<file path="src/rtl/stage_sample_mixer_if.sv">
// rtl/stage_sample_mixer_if.sv - operator input and sample output handshake bundle for stage_sample_mixer
interface stage_sample_mixer_if #(
  parameter int NUM_VOICE_OPERATORS = 256,
  parameter int SAMPLE_WIDTH        = 16,
  parameter int NUM_CHANNELS        = 2
) ();
  logic                                   i_Valid;
  logic [$clog2(NUM_VOICE_OPERATORS)-1:0] i_VoiceOperator;
  logic                                   i_IsCarrier;
  logic [2:0]                             i_NumCarriers;
  logic [NUM_CHANNELS-1:0]                i_ChannelMask;
  logic signed [SAMPLE_WIDTH-1:0]         i_OperatorOutput;
  logic                                   i_SampleReady;
  logic                                   o_SampleValid;
  logic [NUM_CHANNELS*SAMPLE_WIDTH-1:0]   o_Sample;

  // Producer of operator entries and consumer of mixed samples
  modport master (
    output i_Valid, i_VoiceOperator, i_IsCarrier, i_NumCarriers, i_ChannelMask,
           i_OperatorOutput, i_SampleReady,
    input  o_SampleValid, o_Sample
  );

  // The mixer itself
  modport slave (
    input  i_Valid, i_VoiceOperator, i_IsCarrier, i_NumCarriers, i_ChannelMask,
           i_OperatorOutput, i_SampleReady,
    output o_SampleValid, o_Sample
  );
endinterface

</file>
<file path="src/rtl/stage_sample_mixer.sv">
// rtl/stage_sample_mixer.sv - carrier compensation, per-channel frame accumulation, saturation and output FIFO
module stage_sample_mixer #(
  parameter int NUM_VOICE_OPERATORS = 256,
  parameter int SAMPLE_WIDTH        = 16,
  parameter int NUM_CHANNELS        = 2,
  parameter int MULT_LATENCY        = 4,
  parameter int OUTPUT_SHIFT        = 5,
  parameter int FIFO_DEPTH          = 4
) (
  input  logic                i_Clock,
  input  logic                i_Reset,
  input  logic                i_ClearOverflow,
  output logic                o_Overflow,
  stage_sample_mixer_if.slave bus
);
  localparam int SW    = SAMPLE_WIDTH;
  localparam int NC    = NUM_CHANNELS;
  localparam int ML    = MULT_LATENCY;
  localparam int ID_W  = $clog2(NUM_VOICE_OPERATORS);
  localparam int AW    = SW + ID_W;
  localparam int OW    = NC * SW;
  localparam int PTR_W = $clog2(FIFO_DEPTH);
  localparam int CNT_W = PTR_W + 1;
  localparam logic signed [AW-1:0] SAT_MAX = AW'((2 ** (SW - 1)) - 1);
  localparam logic signed [AW-1:0] SAT_MIN = ~SAT_MAX;

  // Compensation factor in Q1.15: min(32767, floor(32768 / carriers))
  logic [15:0] w_factor;
  always_comb begin
    w_factor = 16'h7FFF;
    case (bus.i_NumCarriers)
      3'd0: w_factor = 16'h7FFF;
      3'd1: w_factor = 16'h4000;
      3'd2: w_factor = 16'h2AAA;
      3'd3: w_factor = 16'h2000;
      3'd4: w_factor = 16'h1999;
      3'd5: w_factor = 16'h1555;
      3'd6: w_factor = 16'h1249;
      3'd7: w_factor = 16'h1000;
      default: w_factor = 16'h7FFF;
    endcase
  end

  // Factor is below 1.0, so the shifted product always fits back into SW bits
  logic signed [SW+16:0] w_prod;
  logic signed [SW-1:0]  w_comp;
  logic                  w_last;
  assign w_prod = bus.i_OperatorOutput * $signed({1'b0, w_factor});
  assign w_comp = SW'(w_prod >>> 15);
  assign w_last = (bus.i_VoiceOperator == ID_W'(NUM_VOICE_OPERATORS - 1));

  logic signed [SW-1:0] r_c_pipe    [ML];
  logic [NC-1:0]        r_mask_pipe [ML];
  logic [ML-1:0]        r_v_pipe;
  logic [ML-1:0]        r_car_pipe;
  logic [ML-1:0]        r_last_pipe;

  // Delay the compensated value and its side-band flags by MULT_LATENCY cycles
  always_ff @(posedge i_Clock) begin
    if (i_Reset) begin
      r_v_pipe    <= '0;
      r_car_pipe  <= '0;
      r_last_pipe <= '0;
      for (int i = 0; i < ML; i++) begin
        r_c_pipe[i]    <= '0;
        r_mask_pipe[i] <= '0;
      end
    end else begin
      r_v_pipe[0]    <= bus.i_Valid;
      r_car_pipe[0]  <= bus.i_IsCarrier;
      r_last_pipe[0] <= w_last;
      r_c_pipe[0]    <= w_comp;
      r_mask_pipe[0] <= bus.i_ChannelMask;
      for (int i = 1; i < ML; i++) begin
        r_v_pipe[i]    <= r_v_pipe[i-1];
        r_car_pipe[i]  <= r_car_pipe[i-1];
        r_last_pipe[i] <= r_last_pipe[i-1];
        r_c_pipe[i]    <= r_c_pipe[i-1];
        r_mask_pipe[i] <= r_mask_pipe[i-1];
      end
    end
  end

  logic                 w_tail_v;
  logic                 w_tail_end;
  logic signed [AW-1:0] r_acc   [NC];
  logic signed [AW-1:0] w_add   [NC];
  logic signed [AW-1:0] w_sum   [NC];
  logic signed [AW-1:0] w_shift [NC];
  logic [OW-1:0]        w_out;
  assign w_tail_v   = r_v_pipe[ML-1];
  assign w_tail_end = w_tail_v & r_last_pipe[ML-1];

  // Per-channel running sum including the current entry, then shift and saturate
  always_comb begin
    w_out = '0;
    for (int c = 0; c < NC; c++) begin
      w_add[c] = '0;
      if (w_tail_v && r_car_pipe[ML-1] && r_mask_pipe[ML-1][c])
        w_add[c] = {{(AW-SW){r_c_pipe[ML-1][SW-1]}}, r_c_pipe[ML-1]};
      w_sum[c]   = r_acc[c] + w_add[c];
      w_shift[c] = w_sum[c] >>> OUTPUT_SHIFT;
      if (w_shift[c] > SAT_MAX)
        w_out[c*SW +: SW] = SW'(SAT_MAX);
      else if (w_shift[c] < SAT_MIN)
        w_out[c*SW +: SW] = SW'(SAT_MIN);
      else
        w_out[c*SW +: SW] = SW'(w_shift[c]);
    end
  end

  logic          r_push_valid;
  logic [OW-1:0] r_push_data;

  // Accumulate carriers; on the last slot register the finished frame and restart from zero
  always_ff @(posedge i_Clock) begin
    if (i_Reset) begin
      r_push_valid <= 1'b0;
      r_push_data  <= '0;
      for (int c = 0; c < NC; c++) r_acc[c] <= '0;
    end else begin
      r_push_valid <= w_tail_end;
      if (w_tail_end) r_push_data <= w_out;
      for (int c = 0; c < NC; c++) r_acc[c] <= w_tail_end ? '0 : w_sum[c];
    end
  end

  logic [OW-1:0]    r_mem [FIFO_DEPTH];
  logic [PTR_W-1:0] r_wr_ptr;
  logic [PTR_W-1:0] r_rd_ptr;
  logic [CNT_W-1:0] r_count;
  logic             w_pop;
  logic             w_full;
  logic             w_push_ok;
  logic             w_drop;
  assign w_pop     = (r_count != '0) & bus.i_SampleReady;
  assign w_full    = (r_count == CNT_W'(FIFO_DEPTH));
  assign w_push_ok = r_push_valid & (~w_full | w_pop);
  assign w_drop    = r_push_valid & w_full & ~w_pop;

  // Output FIFO; a full FIFO accepts a push only when the head leaves on the same edge
  always_ff @(posedge i_Clock) begin
    if (i_Reset) begin
      r_wr_ptr <= '0;
      r_rd_ptr <= '0;
      r_count  <= '0;
      for (int i = 0; i < FIFO_DEPTH; i++) r_mem[i] <= '0;
    end else begin
      if (w_push_ok) begin
        r_mem[r_wr_ptr] <= r_push_data;
        r_wr_ptr        <= r_wr_ptr + 1'b1;
      end
      if (w_pop) r_rd_ptr <= r_rd_ptr + 1'b1;
      case ({w_push_ok, w_pop})
        2'b10:   r_count <= r_count + 1'b1;
        2'b01:   r_count <= r_count - 1'b1;
        default: r_count <= r_count;
      endcase
    end
  end

  // Sticky drop flag; a new drop wins over a simultaneous clear
  always_ff @(posedge i_Clock) begin
    if (i_Reset)              o_Overflow <= 1'b0;
    else if (w_drop)          o_Overflow <= 1'b1;
    else if (i_ClearOverflow) o_Overflow <= 1'b0;
  end

  assign bus.o_SampleValid = (r_count != '0);
  assign bus.o_Sample      = r_mem[r_rd_ptr];
endmodule

</file>
<file path="src/flat_wrapper.sv">
// flat-port wrapper written by rule: the top's interface ports become plain ports
module stage_sample_mixer_flat 
#(
  parameter int NUM_VOICE_OPERATORS = 256,
  parameter int SAMPLE_WIDTH        = 16,
  parameter int NUM_CHANNELS        = 2,
  parameter int MULT_LATENCY        = 4,
  parameter int OUTPUT_SHIFT        = 5,
  parameter int FIFO_DEPTH          = 4
)
  (i_Clock, i_Reset, i_ClearOverflow, o_Overflow, bus_i_Valid, bus_i_VoiceOperator, bus_i_IsCarrier, bus_i_NumCarriers, bus_i_ChannelMask, bus_i_OperatorOutput, bus_i_SampleReady, bus_o_SampleValid, bus_o_Sample);
  stage_sample_mixer_if #(.NUM_VOICE_OPERATORS(NUM_VOICE_OPERATORS), .SAMPLE_WIDTH(SAMPLE_WIDTH), .NUM_CHANNELS(NUM_CHANNELS)) bus_i ();
  input  logic i_Clock;
  input  logic i_Reset;
  input  logic i_ClearOverflow;
  output logic o_Overflow;
  input wire logic [$bits(bus_i.i_Valid)-1:0] bus_i_Valid;
  input wire logic [$bits(bus_i.i_VoiceOperator)-1:0] bus_i_VoiceOperator;
  input wire logic [$bits(bus_i.i_IsCarrier)-1:0] bus_i_IsCarrier;
  input wire logic [$bits(bus_i.i_NumCarriers)-1:0] bus_i_NumCarriers;
  input wire logic [$bits(bus_i.i_ChannelMask)-1:0] bus_i_ChannelMask;
  input wire logic [$bits(bus_i.i_OperatorOutput)-1:0] bus_i_OperatorOutput;
  input wire logic [$bits(bus_i.i_SampleReady)-1:0] bus_i_SampleReady;
  output wire logic [$bits(bus_i.o_SampleValid)-1:0] bus_o_SampleValid;
  output wire logic [$bits(bus_i.o_Sample)-1:0] bus_o_Sample;
  assign bus_i.i_Valid = bus_i_Valid;
  assign bus_i.i_VoiceOperator = bus_i_VoiceOperator;
  assign bus_i.i_IsCarrier = bus_i_IsCarrier;
  assign bus_i.i_NumCarriers = bus_i_NumCarriers;
  assign bus_i.i_ChannelMask = bus_i_ChannelMask;
  assign bus_i.i_OperatorOutput = bus_i_OperatorOutput;
  assign bus_i.i_SampleReady = bus_i_SampleReady;
  assign bus_o_SampleValid = bus_i.o_SampleValid;
  assign bus_o_Sample = bus_i.o_Sample;
  stage_sample_mixer #(.NUM_VOICE_OPERATORS(NUM_VOICE_OPERATORS), .SAMPLE_WIDTH(SAMPLE_WIDTH), .NUM_CHANNELS(NUM_CHANNELS), .MULT_LATENCY(MULT_LATENCY), .OUTPUT_SHIFT(OUTPUT_SHIFT), .FIFO_DEPTH(FIFO_DEPTH)) u_core (.i_Clock(i_Clock), .i_Reset(i_Reset), .i_ClearOverflow(i_ClearOverflow), .o_Overflow(o_Overflow), .bus(bus_i));
endmodule
</file>
<file path="config.mk">
export PLATFORM = sky130hd
export DESIGN_NAME = stage_sample_mixer_flat
export DESIGN_NICKNAME = d
export VERILOG_FILES = /design/src/rtl/stage_sample_mixer_if.sv /design/src/rtl/stage_sample_mixer.sv /design/src/flat_wrapper.sv
export SDC_FILE = /design/constraint.sdc
export NUM_CORES = 1
export LEC_CHECK = 0
export CAP_MARGIN = 30
export CORE_AREA = 5 5 301 244
export DETAILED_ROUTE_END_ITERATION = 16
export DIE_AREA = 0 0 306 249
export RECOVER_POWER = 100
export SLEW_MARGIN = 20
export SYNTH_ARGS = -nofsm -noshare
export SYNTH_HDL_FRONTEND = slang
export SYNTH_SLANG_ARGS = --single-unit
export TNS_END_PERCENT = 10
</file>
<file path="constraint.sdc">
create_clock -name i_Clock -period 9.1 [get_ports i_Clock]
set_clock_uncertainty 0.05 [all_clocks]
set_input_delay 1.365 -clock i_Clock [delete_from_list [all_inputs] [get_ports i_Clock]]
set_output_delay 1.365 -clock i_Clock [all_outputs]
set_load 0.05 [all_outputs]
</file>
==> reports/summary.txt <==
status = finished with violations
failing checks = capacitance limit, slew limit
Fmax = 117 MHz
H-tree depth = 1
P_leak = 0.0103 uW
I/O Buffers = 68
final non-filler cell total = 3068
Yosys top cell area share = 0.184
initial antenna violation count = 0
Gates resized, CTS repair = 0
biggest area consumer among synthesized cells = edfxtp_1
DRC Markers = 0
Cell Area, Placed = 22600 sq um
Crit Path Max Fanout = 16
Final Max Slew Viols = 369
# hold bufs at CTS = 0
hold crit path type = reg -> reg
CTS tree = done
Final Setup Violations = 0
Die Wd = 306 um
Worst-Skew Late Latency = 0.59 ns
RePlAce Congestion = 0.903
Synth cell types = 65
Max-cap violations = 9
die area = 76200 sq um
Cell Rows = 87
Clk Tree Root Cell = clkbuf_16
Critical R2R Capture = u_core.r_mem[0][0]$_SDFFCE_PN0P_
final instance area = 23500 sq um
synthesized net count = 2463
Critical Path Start = bus_i_NumCarriers[1]
RSZ-0062 raised after global routing = false
post-DR wirelength/cell = 15.8 um
post-route ant nets = 0
final net count = 2494
hold path cells = 1
Pre-Repair DR Iteration Count = 5
Worst-path clk slew = 0.06 ns
# diodes = 0
layout cells sized above 1 = 0.0544
via count = 14008
CP startpoint kind = input pin
initial DRC count = 696
final WL = 48300 um
synthesized area per cell = 10.0 sq um
area of the multi-input gates = 12000 sq um
Post-DP HPWL = 36800 um
Synth async-reset ratio = 0
min Tclk post-route = 8.56 ns
worst path arrival time = 8.82 ns
Hold Startpoint = u_core.r_c_pipe[0][11]$_SDFF_PP0_
vias in the first global route = 14714
Synth Flop Type = dfxtp_1
Layout Utilization = 0.335
crit path capture type = flop
Post-Synthesis Cells = 2081
Worst EP required = 9.36 ns
worst vdd ir = 0.000249 V
GRT Total Usage = 0.127
Synthesis Warnings = 0
Fill cells = 7158
Core Area = 70000 sq um
relative slew slack = -1.46
r2r startpoint = u_core.r_count[2]$_SDFFE_PP0P_
# IOs = 69
Total Neg Setup Slack = 0 ns
initial core utilization = 0.298
Area contributors post-synth = edfxtp_1 18%, fa_1 17%, dfxtp_1 17%
Area Growth Syn to Fin = 12.4%
sequential share of the synthesized area = 0.352
Synth Register Bits = 303
R2R cell count = 5
power per cell area = 242 nW/um^2
flop2flop setup slack = 4.44 ns
Worst Tran Pin Value = 3.69 ns
TritonCTS Buffers = 31
Max Root-Sink Buffers = 3
synth cell count leaders = 304 x inv_1, 196 x nand2_1, 182 x fa_1
most common cell in the netlist = inv_1
Crit Path Class = in -> reg
GR Overflow Total = 0
Worst Hold Path EP = u_core.r_c_pipe[1][11]$_SDFF_PP0_
Final period util = 0.941
die span in y = 249 um
largest net degree at the start of global routing = 88
Post-Syn Area = 20900 sq um
Via density = 4.57
number of synthesized flops with an enable pin = 128
first-pass GRT wire length = 79300 um
placed cells = 3012
Final Hold Viols = 0
register area = 7350 sq um
Clock Sink Count = 303
postcts setup bufs = 0
==> how the worst max path moves through the flow <==
| stage | end | slack [ns] |
|---|---|---|
| after detailed placement | u_core.r_c_pipe[0][15]$_SDFF_PP0_ | 0.21 |
| after CTS | u_core.r_c_pipe[0][15]$_SDFF_PP0_ | 0.82 |
| after floorplan | u_core.r_c_pipe[0][15]$_SDFF_PP0_ | 1.36 |
| final | u_core.r_c_pipe[0][15]$_SDFF_PP0_ | 0.54 |
| after global placement | u_core.r_c_pipe[0][15]$_SDFF_PP0_ | 0.50 |
| after global routing | u_core.r_c_pipe[0][15]$_SDFF_PP0_ | 0.17 |
==> cell type report <==
cell class              instances  area share
inverters                     304      0.0486
repair buffers                 86      0.0331
well taps                     934      0.0498
multi-input cells            1386       0.513
clock buffers                  43      0.0358
flip-flops and latches        303       0.313
clock inverters                12     0.00592
==> routing by layer <==
metal  vias up  global-route usage  share of wire
met2       311               0.206           0.45
li1       6797                   -              -
met1      6848               0.178           0.48
met3        52              0.0259          0.059
met4         0              0.0202          0.015
met5         -                   0              0
==> sequential cells by signal, indices dropped and copies added (netlist names), named ones only <==
name,count
u_core.r_wr_ptr,2
u_core.r_mask_pipe,8
u_core.r_rd_ptr,2
u_core.o_Overflow,1
u_core.r_acc,48
u_core.r_car_pipe,4
u_core.r_mem,128
u_core.r_c_pipe,64
u_core.r_last_pipe,4
u_core.r_push_valid,1
u_core.r_push_data,32
u_core.r_v_pipe,4
u_core.r_count,3
==> layout by cell type (no fill, tap or decap), types with 27 or more instances in the layout <==
cell and n:
a21oi_1 65, nand2_1 196, xnor2_1 41, a21o_1 27, nor2b_1 77, and2_1 132
clkbuf_16 31, mux4_2 32, fa_1 182, o21ai_0 65, nor2_1 166, clkdlybuf4s50_1 33
ha_1 165, dlygate4sd3_1 34, inv_1 304, edfxtp_1 128, dfxtp_1 173
==> critical path, stage by stage <==
cell and delay (ns):
clkdlybuf4s50_1 0.56, inv_1 0.14, ha_1 0.24, nand2_1 0.12, nand2_1 0.41, and2_1 0.37
inv_1 0.08, fa_1 0.44, fa_1 0.41, fa_1 0.54, inv_1 0.06, fa_1 0.50
fa_1 0.53, inv_1 0.06, fa_1 0.50, inv_1 0.05, ha_1 0.32, a21oi_1 0.22
nand3_1 0.15, nor3_1 0.31, clkbuf_1 0.19, nor4_1 0.07, or2_2 0.32, a41o_1 0.29
o41ai_1 0.35, xnor2_1 0.16, nor2_1 0.05
==> power by group <==
| group | switching, uW | internal [uW] | total [uW] |
|---|---|---|---|
| clock | 521 | 705 | 1230 |
| sequential | 30.3 | 1520 | 1550 |
| combinational | 1640 | 1250 | 2890 |
==> cell families (layout without fill, tap and decap cells) <==
kind of cell,Yosys count,in the layout,share of synthesized area
compound gates,256,256,0.0801
xor+xnor,63,63,0.0264
fa+ha+maj,347,347,0.273
buf+inv,392,445,0.0713
flops,303,303,0.352
mux,33,33,0.0350
simple gates,687,687,0.162
==> metrics by stage <==
stage,hold slack (ns),total power [uW],setup WS [ns]
5_1_grt,0.406,6210,0.173
3_3_place_gp,0.373,4440,0.505
6_report,0.378,5670,0.540
3_5_place_dp,0.372,4500,0.206
4_1_cts,0.385,5750,0.823
2_1_floorplan,0.364,3760,1.36
Note: power is estimated with default switching activity, not from simulation.
